$ cat src/rtl/pe_load_scheduler.sv
// Row-load sequencer between the PE depacketizer and the convolution datapath:
// routes filter/ifmap rows into their buffers and launches one conv per full window.
module pe_load_scheduler #(
  parameter int unsigned FILTER_WIDTH = 8,
  parameter int unsigned NUM_ROWS     = 5,
  parameter int unsigned CNT_W        = 16
) (
  input  logic                      clk,
  input  logic                      rst,
  input  logic                      in_valid,
  output logic                      in_ready,
  input  logic                      in_ifmapb_filter,
  input  logic [2:0]                in_filter_row,
  input  logic                      in_timestep,
  input  logic [5*FILTER_WIDTH-1:0] in_data,
  output logic                      filt_wr_en,
  output logic                      ifm_wr_en,
  output logic [2:0]                wr_row,
  output logic [5*FILTER_WIDTH-1:0] wr_data,
  output logic                      conv_start,
  output logic                      conv_timestep,
  input  logic                      conv_done,
  output logic                      filter_loaded,
  output logic [CNT_W-1:0]          conv_count,
  output logic                      err_row,
  output logic                      err_ts
);

  localparam int unsigned DW = 5 * FILTER_WIDTH;
  localparam logic [3:0] ROW_LIM = 4'(NUM_ROWS);

  typedef enum logic [1:0] {LOAD, START, BUSY} state_t;

  state_t                state_q, state_d;
  logic [NUM_ROWS-1:0]   filt_mask_q, filt_mask_d;
  logic [NUM_ROWS-1:0]   ifm_mask_q, ifm_mask_d;
  logic                  win_ts_q, win_ts_d;
  logic [CNT_W-1:0]      conv_count_q, conv_count_d;
  logic                  err_row_q, err_row_d;
  logic                  err_ts_q, err_ts_d;
  logic                  filt_wr_en_q, filt_wr_en_d;
  logic                  ifm_wr_en_q, ifm_wr_en_d;
  logic [2:0]            wr_row_q, wr_row_d;
  logic [DW-1:0]         wr_data_q, wr_data_d;
  logic                  conv_start_q, conv_start_d;
  logic                  conv_ts_q, conv_ts_d;
  logic                  xfer;
  logic                  row_ok;

  assign filter_loaded = &filt_mask_q;
  assign in_ready      = ~rst & (state_q == LOAD) & (in_ifmapb_filter | filter_loaded);
  assign xfer          = in_valid & in_ready;
  assign row_ok        = {1'b0, in_filter_row} < ROW_LIM;

  always_comb begin
    state_d      = state_q;
    filt_mask_d  = filt_mask_q;
    ifm_mask_d   = ifm_mask_q;
    win_ts_d     = win_ts_q;
    conv_count_d = conv_count_q;
    err_row_d    = err_row_q;
    err_ts_d     = err_ts_q;
    filt_wr_en_d = 1'b0;
    ifm_wr_en_d  = 1'b0;
    wr_row_d     = wr_row_q;
    wr_data_d    = wr_data_q;
    conv_start_d = 1'b0;
    conv_ts_d    = conv_ts_q;

    case (state_q)
      LOAD: begin
        if (xfer) begin
          if (!row_ok) begin
            err_row_d = 1'b1;
          end else if (in_ifmapb_filter) begin
            filt_mask_d[in_filter_row] = 1'b1;
            filt_wr_en_d = 1'b1;
            wr_row_d     = in_filter_row;
            wr_data_d    = in_data;
          end else if ((ifm_mask_q != '0) && (in_timestep != win_ts_q)) begin
            err_ts_d = 1'b1;
          end else begin
            if (ifm_mask_q == '0) win_ts_d = in_timestep;
            ifm_mask_d[in_filter_row] = 1'b1;
            ifm_wr_en_d = 1'b1;
            wr_row_d    = in_filter_row;
            wr_data_d   = in_data;
            if (&ifm_mask_d) state_d = START;
          end
        end
      end
      // START spans two cycles: the first lets the last row write land,
      // the second carries the registered launch pulse.
      START: begin
        if (!conv_start_q) begin
          conv_start_d = 1'b1;
          conv_ts_d    = win_ts_q;
        end else begin
          state_d = BUSY;
        end
      end
      BUSY: begin
        if (conv_done) begin
          state_d      = LOAD;
          ifm_mask_d   = '0;
          conv_count_d = conv_count_q + CNT_W'(1);
        end
      end
      default: state_d = LOAD;
    endcase
  end

  always_ff @(posedge clk or posedge rst) begin
    if (rst) begin
      state_q      <= LOAD;
      filt_mask_q  <= '0;
      ifm_mask_q   <= '0;
      win_ts_q     <= 1'b0;
      conv_count_q <= '0;
      err_row_q    <= 1'b0;
      err_ts_q     <= 1'b0;
      filt_wr_en_q <= 1'b0;
      ifm_wr_en_q  <= 1'b0;
      wr_row_q     <= '0;
      wr_data_q    <= '0;
      conv_start_q <= 1'b0;
      conv_ts_q    <= 1'b0;
    end else begin
      state_q      <= state_d;
      filt_mask_q  <= filt_mask_d;
      ifm_mask_q   <= ifm_mask_d;
      win_ts_q     <= win_ts_d;
      conv_count_q <= conv_count_d;
      err_row_q    <= err_row_d;
      err_ts_q     <= err_ts_d;
      filt_wr_en_q <= filt_wr_en_d;
      ifm_wr_en_q  <= ifm_wr_en_d;
      wr_row_q     <= wr_row_d;
      wr_data_q    <= wr_data_d;
      conv_start_q <= conv_start_d;
      conv_ts_q    <= conv_ts_d;
    end
  end

  assign filt_wr_en    = filt_wr_en_q;
  assign ifm_wr_en     = ifm_wr_en_q;
  assign wr_row        = wr_row_q;
  assign wr_data       = wr_data_q;
  assign conv_start    = conv_start_q;
  assign conv_timestep = conv_ts_q;
  assign conv_count    = conv_count_q;
  assign err_row       = err_row_q;
  assign err_ts        = err_ts_q;

endmodule

$ cat config.mk
export PLATFORM = sky130hd
export DESIGN_NAME = pe_load_scheduler
export DESIGN_NICKNAME = d
export VERILOG_FILES = /design/src/rtl/pe_load_scheduler.sv
export SDC_FILE = /design/constraint.sdc
export NUM_CORES = 1
export LEC_CHECK = 0
export BUFFER_PORTS_ARGS = -buffer_cell sky130_fd_sc_hd__buf_2
export CAP_MARGIN = 20
export CORE_UTILIZATION = 50
export CTS_CLUSTER_DIAMETER = 40
export DETAILED_ROUTE_END_ITERATION = 10
export PLACE_DENSITY = 0.8
export SYNTH_ARGS = -nofsm -noshare
export SYNTH_HDL_FRONTEND = slang
export SYNTH_SLANG_ARGS = --single-unit
$ cat constraint.sdc
create_clock -name clk -period 3.8 [get_ports clk]
set_input_delay 0 -clock clk [delete_from_list [all_inputs] [get_ports clk]]
set_output_delay 0 -clock clk [all_outputs]
set_load 0.05 [all_outputs]
---- Word level (Yosys, flattened, before mapping) ----
Cells that the tools add are included.
word-level totals
  latch bits .............................. 0
  register bits ........................... 78
  input port bits ......................... 49
  memory bits (writable) .................. 0
  word-level logic and storage cells ...... 87
  output and inout port bits .............. 67
  bits in read-only memories .............. 0
  memories ................................ 0
operators by class
  $add $sub $neg .......................... 1
  magnitude comparators ................... 3
  bitwise gates (word level) .............. 11
  shift operators ......................... 0
  reduce and logical (&&, ||, !) cells .... 17
  divide/modulo/power cells ............... 0
  multiply operators ...................... 0
  eq/ne operators ......................... 11
  mux-type cells .......................... 31
operators with widths
  cell                   count
  $mux 40                2
  $mux 5                 5
  $add 16x1->16 const B  1
  $reduce_and 5->1       3
  $mux 2                 7
  $ne 2x2->1 const B     7
  $mux 1                 12
  $reduce_and 6->1       2
  $or 5x5->5             2
  $pmux 5 s2             1
  $reduce_and 4->1       2
  $reduce_and 7->1       1
  $mux 3                 2
  $pmux 2 s3             1
  $logic_not 5->1        1
  $not 1->1              5
  $reduce_bool 5->1      1
  $lt 3x4->1 const B     1
  $reduce_and 2->1       2
  $and 1x1->1            3
  $demux 1 s3            1
  $ge 3x1->1 const B     1
  $lt 3x3->1 const B     1
  $reduce_and 3->1       1
  8 further kinds        9

---- Longest topological paths before layout ----
Gate-level depths: netlist of run 1.
  word-level depth ........................ 12
  depth in mapped cells ................... 6
  gate-level depth less buffers ........... 5

---- Least setup slack after synthesis of run 1 ----
Ideal clock, no wire load.
  path type ............................... register to register
  from .................................... register ifm_mask_q[0]
  to ...................................... register wr_data_q[10], in the netlist wr_data[10]
  setup time .............................. 0.125 ns
  cell stages (with the launch flop) ...... 6
  arrival time ............................ 1.760 ns
  setup slack ............................. 1.915 ns
  buffers on the path ..................... 1
  required time ........................... 3.675 ns
  clock period less this slack ............ 1.885 ns
  cell sequence ........................... dfrtp_1 -> nor3_1 -> a21oi_2 -> o31ai_4 -> buf_6 -> mux2_2
on the way
  word-level cells in the longest chain between the ends .. 4
ends and longest elaborated chain
  element                     line  text
  from (decl)                 36    logic [NUM_ROWS-1:0] ifm_mask_q, ifm_mask_d;
  from (signal assigned)      131   ifm_mask_q <= ifm_mask_d;
  $reduce_bool 5->1           80    end else if ((ifm_mask_q != '0) && (in_timestep != win_ts_q)) begin
  $logic_and 1x1->1           80
  $ne 2x2->1 (no line)        n/a
  $reduce_and 4->1 (no line)  n/a
  to (signal assigned)        139   wr_data_q <= wr_data_d;
  to (decl)                   44    logic [DW-1:0] wr_data_q, wr_data_d;
Every way passes these cells.
A chain may end at the register's enable or synchronous reset.

---- Final worst setup path of run 1 ----
  from .................................... register state_q[1]
  to ...................................... register ifm_mask_q[1]
on the way
  word-level cells in the longest chain between the ends .. 6
  elaborated cells on any way between the ends .. 13
  those cells by class .................... eq/ne (6); mux (1); bitwise (3); reduce/logical (3)
ends and longest elaborated chain
  element                     line    text
  from (decl)                 34      state_t state_q, state_d;
  from (signal assigned)      129     state_q <= state_d;
  $logic_not 2->1             51, 70
  $and 1x1->1 (2 in a row)    51      assign in_ready = ~rst & (state_q == LOAD) & (in_ifmapb_filter | filter_loaded);
  $and 1x1->1                 52      assign xfer = in_valid & in_ready;
  $ne 2x2->1 (no line)        n/a
  $reduce_and 6->1 (no line)  n/a
Parallel ways exist; a longest one is shown, timed or not.

==> flow_metrics.tcl, run 1 <==
set metrics [dict create \
    path_clk_slew_ps 80 \
    power.share.clock 0.212 \
    die_y_um 82.4 \
    r2r_cells 5 \
    seq_area_frac_synth 0.604 \
    clockBufferDepth 2 \
    post-place-ws_ps 1590 \
    dpl.hpwl_mm 4.66 \
    peakVddDrop_mv 0.509 \
    crit_type "reg -> reg" \
    p_leak_nw 2.26 \
    hold_viol_final 0 \
    std_cell_rows 28 \
    grtUsageTotal 0.232 \
    end_kind "flop" \
    crit_end "ifm_mask_q[1]$_DFFE_PP0P_" \
    drive_gt1_frac 0.429 \
    power_frac_seq 0.411 \
    stdcell_count 485 \
    p_switching_mw 1.09 \
    synth_nets 285 \
    r2r_slack_ps 1450 \
    cts_tree "yes" \
    placedCellCount 420 \
    drv_cap 0 \
    cts-resized-gates 0 \
    swShare 0.413 \
    internal-power_mw 1.54 \
    yosys-top-cells-area "dfrtp_1 (60%), mux2_2 (13%), mux2_1 (3.5%)" \
    initial_core_util 0.533 \
    drc 0 \
    gp_congestion 0.809 \
    die-area_mm2 0.00678 \
    place_area_mm2 0.00386 \
    synthArstFlopShare 1.00 \
    worst_slew_margin_rel 0.535 \
    powerDensity_mw_per_mm2 581 \
    status "finished clean" \
    slowest_stage "dlygate4sd3_1" \
    synth_edf_count 0 \
    r2r_end "ifm_mask_q[1]$_DFFE_PP0P_" \
    clock.fmax_ghz 0.426 \
    tightest_slew_ps 697 \
    cp.arrival_ps 2630 \
    portBuffers 115 \
    io_pins 116 \
    cp.required_ps 4080 \
    worstReg2RegStart "state_q[1]$_DFFE_PP0P_" \
    syn-mean-instance-area_um2 13.7 \
    setup_viol 0 \
    critPathMaxStageDelay_ps 590 \
    wl_per_cell_um 15.4 \
    nets 455 \
    worstPathCellList "nor3_4, nand3_2, or3_1, o41ai_1, dlygate4sd3_1" \
    finalWirelength_mm 7.45 \
    grt_pass1_vias 2509 \
    setup_slack_ps 1450 \
    area_delta_synth_final_pct 40.1 \
    vias 2543 \
    skew_ps 5.90 \
    synth.largest_area_cell "dfrtp_1" \
    ys_ff_latch 78 \
    grt_pass1_wl_mm 11.4 \
    final_core_util 0.747 \
    comb_power_share 0.377 \
    antennaDiodeCount 0 \
    hold_path_class "in -> reg" \
    fin_setup_tns_ps 0 \
    fin_area_mm2 0.00453 \
    slew_viol_final 0 \
    clockRootBuffer "clkbuf_8" \
    synthFlopType "dfrtp_1" \
    netlist_instances 235 \
    grt-ovfl-total 0 \
    grt_max_degree 44 \
    drtAntennaViolNets 0 \
    netlist_area_mm2 0.00323 \
    core_mm2 0.00606 \
    finalCriticalPeriod_ps 2350 \
    cts_made_buffers 9 \
    first_iter_violations 64 \
    antenna_found_initial 0 \
    setup.worst_path.start "state_q[1]$_DFFE_PP0P_" \
    yosysWarnings 0 \
    cts_sinks 78 \
    rsz0062_at_grt "false" \
    path_max_fanout 7 \
    synth_top_area_share 0.604 \
    die_x_um 82.4 \
    vias_per_cell 5.24 \
    worstSetupStartpointType "flop" \
    htreeDepth 3 \
    period_share 0.618 \
    clkLatencyLatePin_ps 340 \
    firstDrtPassIters 7 \
    synth_cell_type_count 40 \
]
[per-layer routing]
metal	vias up	part of all wire	global-route usage
li1	1185	-	-
met1	1240	0.40	0.270
met2	101	0.52	0.393
met3	17	0.063	0.0648
met4	0	0.020	0.114
met5	-	0	0
[critical path, delay by kind of cell, from the launching register on]
family | cells | cell delay, ps
simple gates | 3 | 900
buf+inv | 1 | 590
flops | 1 | 470
compound gates | 1 | 320
[flip-flops by register name, summed over array words and instances, names as in the netlist]
| signal | cells |
|---|---|
| conv_count | 16 |
| conv_start | 1 |
| conv_timestep | 1 |
| err_row | 1 |
| err_ts | 1 |
| filt_mask_q | 5 |
| filt_wr_en | 1 |
| ifm_mask_q | 5 |
| ifm_wr_en | 1 |
| state_q | 2 |
| win_ts_q | 1 |
| wr_data | 40 |
| wr_row | 3 |
[through the flow]
step	hold WS [ps]	total power, mW
after floorplan	109	1.81
after global placement	153	2.02
after detailed placement	158	2.05
after CTS	42.4	2.64
after global routing	54.6	2.75
final	60.3	2.63
[power by group through the flow]
stage | Combinational, mW | Clock (mW) | Sequential (mW)
after floorplan | 0.194 | 0 | 1.62
after global placement | 0.938 | 0 | 1.08
after detailed placement | 0.955 | 0 | 1.09
after CTS | 0.993 | 0.572 | 1.07
after global routing | 1.04 | 0.614 | 1.10
final | 0.992 | 0.557 | 1.08
[placed cells by master (no fill, tap or decap), drive strengths merged, types with 2 or more instances in the layout]
master and instances:
a21o 3, a31o 3, a32o 3, and3 5, buf 117, clkbuf 13, clkinv 4, dfrtp 78
dlygate4sd3 49, inv 5, mux2 46, nand2 13, nand2b 2, nand3 9, nand4 6, nor2 8
nor3 5, nor3b 2, nor4 4, o21ai 2, o41ai 2, or3 2, xnor2 9, xor2 7
[how the worst min path moves through the flow]
stage	startpoint	end	depth (start not counted)
floorplan	conv_done	state_q[1]$_DFFE_PP0P_	1
global placement	rst	state_q[0]$_DFFE_PP0P_	2
detailed placement	rst	state_q[1]$_DFFE_PP0P_	2
CTS	in_filter_row[0]	filt_mask_q[1]$_DFFE_PP0P_	2
global route	in_filter_row[0]	filt_mask_q[1]$_DFFE_PP0P_	2
finish	in_filter_row[0]	filt_mask_q[1]$_DFFE_PP0P_	2
[final cells by class]
cell class / instances / area [um2]
clock buffer: 13 / 159
clock inverter: 3 / 18.8
fill: 409 / 1540
inverter: 6 / 23.8
multi-input combinational: 144 / 1200
sequential: 78 / 1950
tap: 75 / 93.8
timing repair buffer: 166 / 1080
[cell families (layout without fill, tap and decap cells)]
group                      count (synthesis)  count (layout)  synth area share
adders and majority gates                  1               1           0.00387
buffers and inverters                     13             188            0.0248
xor gates and xnor gates                  16              16            0.0434
DFF                                       78              78             0.604
AOI/OAI and AO/OA                         20              20            0.0554
and+or+nand+nor                           60              60             0.105
muxes                                     47              47             0.164
[repair_timing]
item,4_1_cts,5_1_grt
buffers inserted,0,0
hold endpoints to repair,87,0
hold buffers,49,0
[synthesized netlist by cell type (2+ instances only)]
library cell,instances
or3_1,2
mux2_2,36
a31o_2,3
nand3_1,8
a32o_1,3
mux2_1,10
nor3b_1,2
nand4_1,6
buf_6,4
nor4_1,4
and3_1,5
nand2b_1,2
xnor2_1,9
nor3_1,4
dfrtp_1,78
nor2_1,8
a21o_1,3
inv_1,6
o41ai_1,2
nand2_1,13
xor2_1,7
clkbuf_1,2
Power figures use the tool's default switching activity.
==> inputs of run 2 (changes only) <==
ABC_AREA = 1   (was unset)
PLACE_DENSITY = 0.79   (was 0.8)
clock period = 2.4 ns   (was 3.8 ns; I/O delays follow)
==> flow_metrics.tcl, run 2 <==
set metrics [dict create \
    status "finished clean" \
    wl_per_cell_um 14.5 \
    path_clk_slew_ps 80 \
    hold_viol_final 0 \
    fin_setup_tns_ps 0 \
    firstDrtPassIters 5 \
    synth_nets 445 \
    setup_viol 0 \
    vias 3314 \
    cts_tree "yes" \
    synth_edf_count 0 \
    synthArstFlopShare 1.00 \
    skew_ps 13.7 \
    std_cell_rows 29 \
    netlist_instances 395 \
    powerDensity_mw_per_mm2 1260 \
    whs_ps 29.7 \
    p_switching_mw 3.05 \
    crit_top_cell "nor2_4" \
    gp_congestion 0.889 \
    fin_area_mm2 0.00473 \
    final_core_util 0.729 \
    worstReg2RegStart "state_q[0]$_DFFE_PP0P_" \
    hold_depth 5 \
    portBuffers 115 \
    syn-mean-instance-area_um2 8.73 \
    power.share.clock 0.156 \
    clock.fmax_ghz 0.567 \
    grt_pass1_vias 3328 \
    synth_commonest_cells "nand2_1 (145), dfrtp_1 (78), o21ai_0 (47)" \
    multi_input_area_mm2 0.00130 \
    placedCellCount 581 \
    drv_cap 0 \
    internal-power_mw 2.93 \
    layout_common_cells "nand2_1 (145), buf_2 (115), dfrtp_1 (78), o21ai_0 (47), dlygate4sd3_1 (45)" \
    drtAntennaViolNets 0 \
    met1_usage 0.340 \
    critPathMaxStageDelay_ps 470 \
    setup_slack_ps 635 \
    seq_area_frac_synth 0.566 \
    largest_register_ffs 40 \
    antennaDiodeCount 0 \
    htreeDepth 3 \
    cts_sinks 78 \
    clockRootBuffer "clkbuf_8" \
    die_x_um 85.0 \
    area_delta_synth_final_pct 37.3 \
    ys_ff_latch 78 \
    synth.largest_area_cell "dfrtp_1" \
    grt-ovfl-total 0 \
    cts_made_buffers 9 \
    worstSetupStartpointType "flop" \
    power_frac_seq 0.348 \
    place_area_mm2 0.00410 \
    antenna_found_initial 0 \
    die_y_um 85.0 \
    n_fill_cell 449 \
    drc 0 \
    hold_end "conv_count[1]$_DFFE_PP0P_" \
    yosysWarnings 0 \
    cp.arrival_ps 1990 \
    end_kind "flop" \
    worstPathCellList "nor2_4, inv_2, nor2_4, nand4_4, buf_4, o21ai_0, nand2_1" \
    path_max_fanout 44 \
    clkLatencyLatePin_ps 350 \
    finalWirelength_mm 9.30 \
    nets 610 \
    path_delay_family "simple AND/OR/NAND/NOR gates" \
    cts_hold_buf 45 \
    stdcell_count 641 \
    power_mw 5.98 \
    grt_pass1_wl_mm 15.5 \
    peakVddDrop_mv 0.921 \
    r2r_end "wr_data[3]$_DFFE_PP0P_" \
    synth_cell_type_count 21 \
    crit_type "reg -> reg" \
    p_leak_nw 2.63 \
    hold_path_class "in -> reg" \
    mostFrequentLayoutCell "nand2_1" \
    synth.most_common_cell "nand2_1" \
    path_buf_inv 2 \
    holdCritStartpoint "conv_done" \
    grtUsageMet2 0.450 \
    vias_per_cell 5.17 \
    worst_slew_margin_rel 0.735 \
    synth_top_area_share 0.566 \
    period_share 0.735 \
    dpl.hpwl_mm 5.38 \
    initial_core_util 0.531 \
    die-area_mm2 0.00723 \
    grtUsageTotal 0.274 \
    slew_viol_final 0 \
    swShare 0.510 \
    slowest_stage "dfrtp_1" \
    grt.busiest_layer "met2" \
    r2r_slack_ps 640 \
    grt_util_met3 0.0963 \
    synthFlopType "dfrtp_1" \
    post-place-ws_ps 712 \
    r2r_cells 7 \
    yosys-top-cells-area "dfrtp_1 (57%), nand2_1 (16%), o21ai_0 (6.8%)" \
    drive_gt1_frac 0.257 \
    netlist_area_mm2 0.00345 \
    core_mm2 0.00649 \
    grt_max_degree 45 \
    rsz0062_at_grt "false" \
    finalCriticalPeriod_ps 1760 \
    comb_power_share 0.495 \
    cts-resized-gates 0 \
    tightest_slew_ps 397 \
    seqCellArea_mm2 0.00195 \
    cp.required_ps 2630 \
    cts_setup_buffers 0 \
    io_pins 116 \
    first_iter_violations 194 \
    clockBufferDepth 2 \
]
==> run 2: cell count changes in the layout (fill, tap and decap cells not counted), sizes merged, moves of 11 or more <==
| cell | delta |
|---|---|
| nand3 | +11 |
| inv | +27 |
| nor2 | +17 |
| mux2 | -46 |
| o21ai | +46 |
| nand2 | +132 |
==> run 2: per-layer routing <==
metal	vias to the layer above	part of all wire
met1	1563	0.41
li1	1574	-
met2	152	0.49
met4	0	0.023
met3	25	0.083
met5	-	0
==> run 2: how the worst max path moves through the flow <==
stage               slack [ps]                   start                    endpoint  cells after the start
floorplan                  400                     rst   conv_count[0]$_DFFE_PP0P_                      1
global placement           750  state_q[0]$_DFFE_PP0P_  conv_count[14]$_DFFE_PP0P_                     10
detailed placement         710  state_q[0]$_DFFE_PP0P_     wr_data[22]$_DFFE_PP0P_                      8
CTS                        680  state_q[0]$_DFFE_PP0P_     wr_data[22]$_DFFE_PP0P_                      8
global route               490  state_q[0]$_DFFE_PP0P_  conv_count[14]$_DFFE_PP0P_                     10
finish                     640  state_q[0]$_DFFE_PP0P_      wr_data[3]$_DFFE_PP0P_                      7
==> run 2: cells by family after synthesis <==
logic type               synth area share
AND/OR/NAND/NOR                     0.241
buffers and inverters              0.0577
AO/OA/AOI/OAI                      0.0958
flip-flops                          0.566
adder cells (fa/ha/maj)           0.00363
XOR/XNOR                           0.0356
==> run 2: power by group through the flow <==
stage	logic [mW]	registers, mW	clock network [mW]
2_1_floorplan	0.805	3.43	0
3_3_place_gp	2.81	2.07	0
3_5_place_dp	2.87	2.07	0
4_1_cts	2.92	2.07	0.952
5_1_grt	3.17	2.14	1.01
6_report	2.96	2.08	0.935
==> run 2: final cells by class <==
| cell class | count | share of cell area |
|---|---|---|
| Inverter | 33 | 0.0264 |
| Clock inverter | 4 | 0.0103 |
| Clock buffer | 11 | 0.0277 |
| Sequential cell | 78 | 0.412 |
| Tap cell | 77 | 0.0203 |
| Multi-Input combinational cell | 272 | 0.274 |
| Timing Repair Buffer | 166 | 0.229 |
==> run 2: tightest hold or removal path, delay by kind of cell <==
kind          cells  cell delay (ps)
buf+inv           2              170
simple gates      3              150
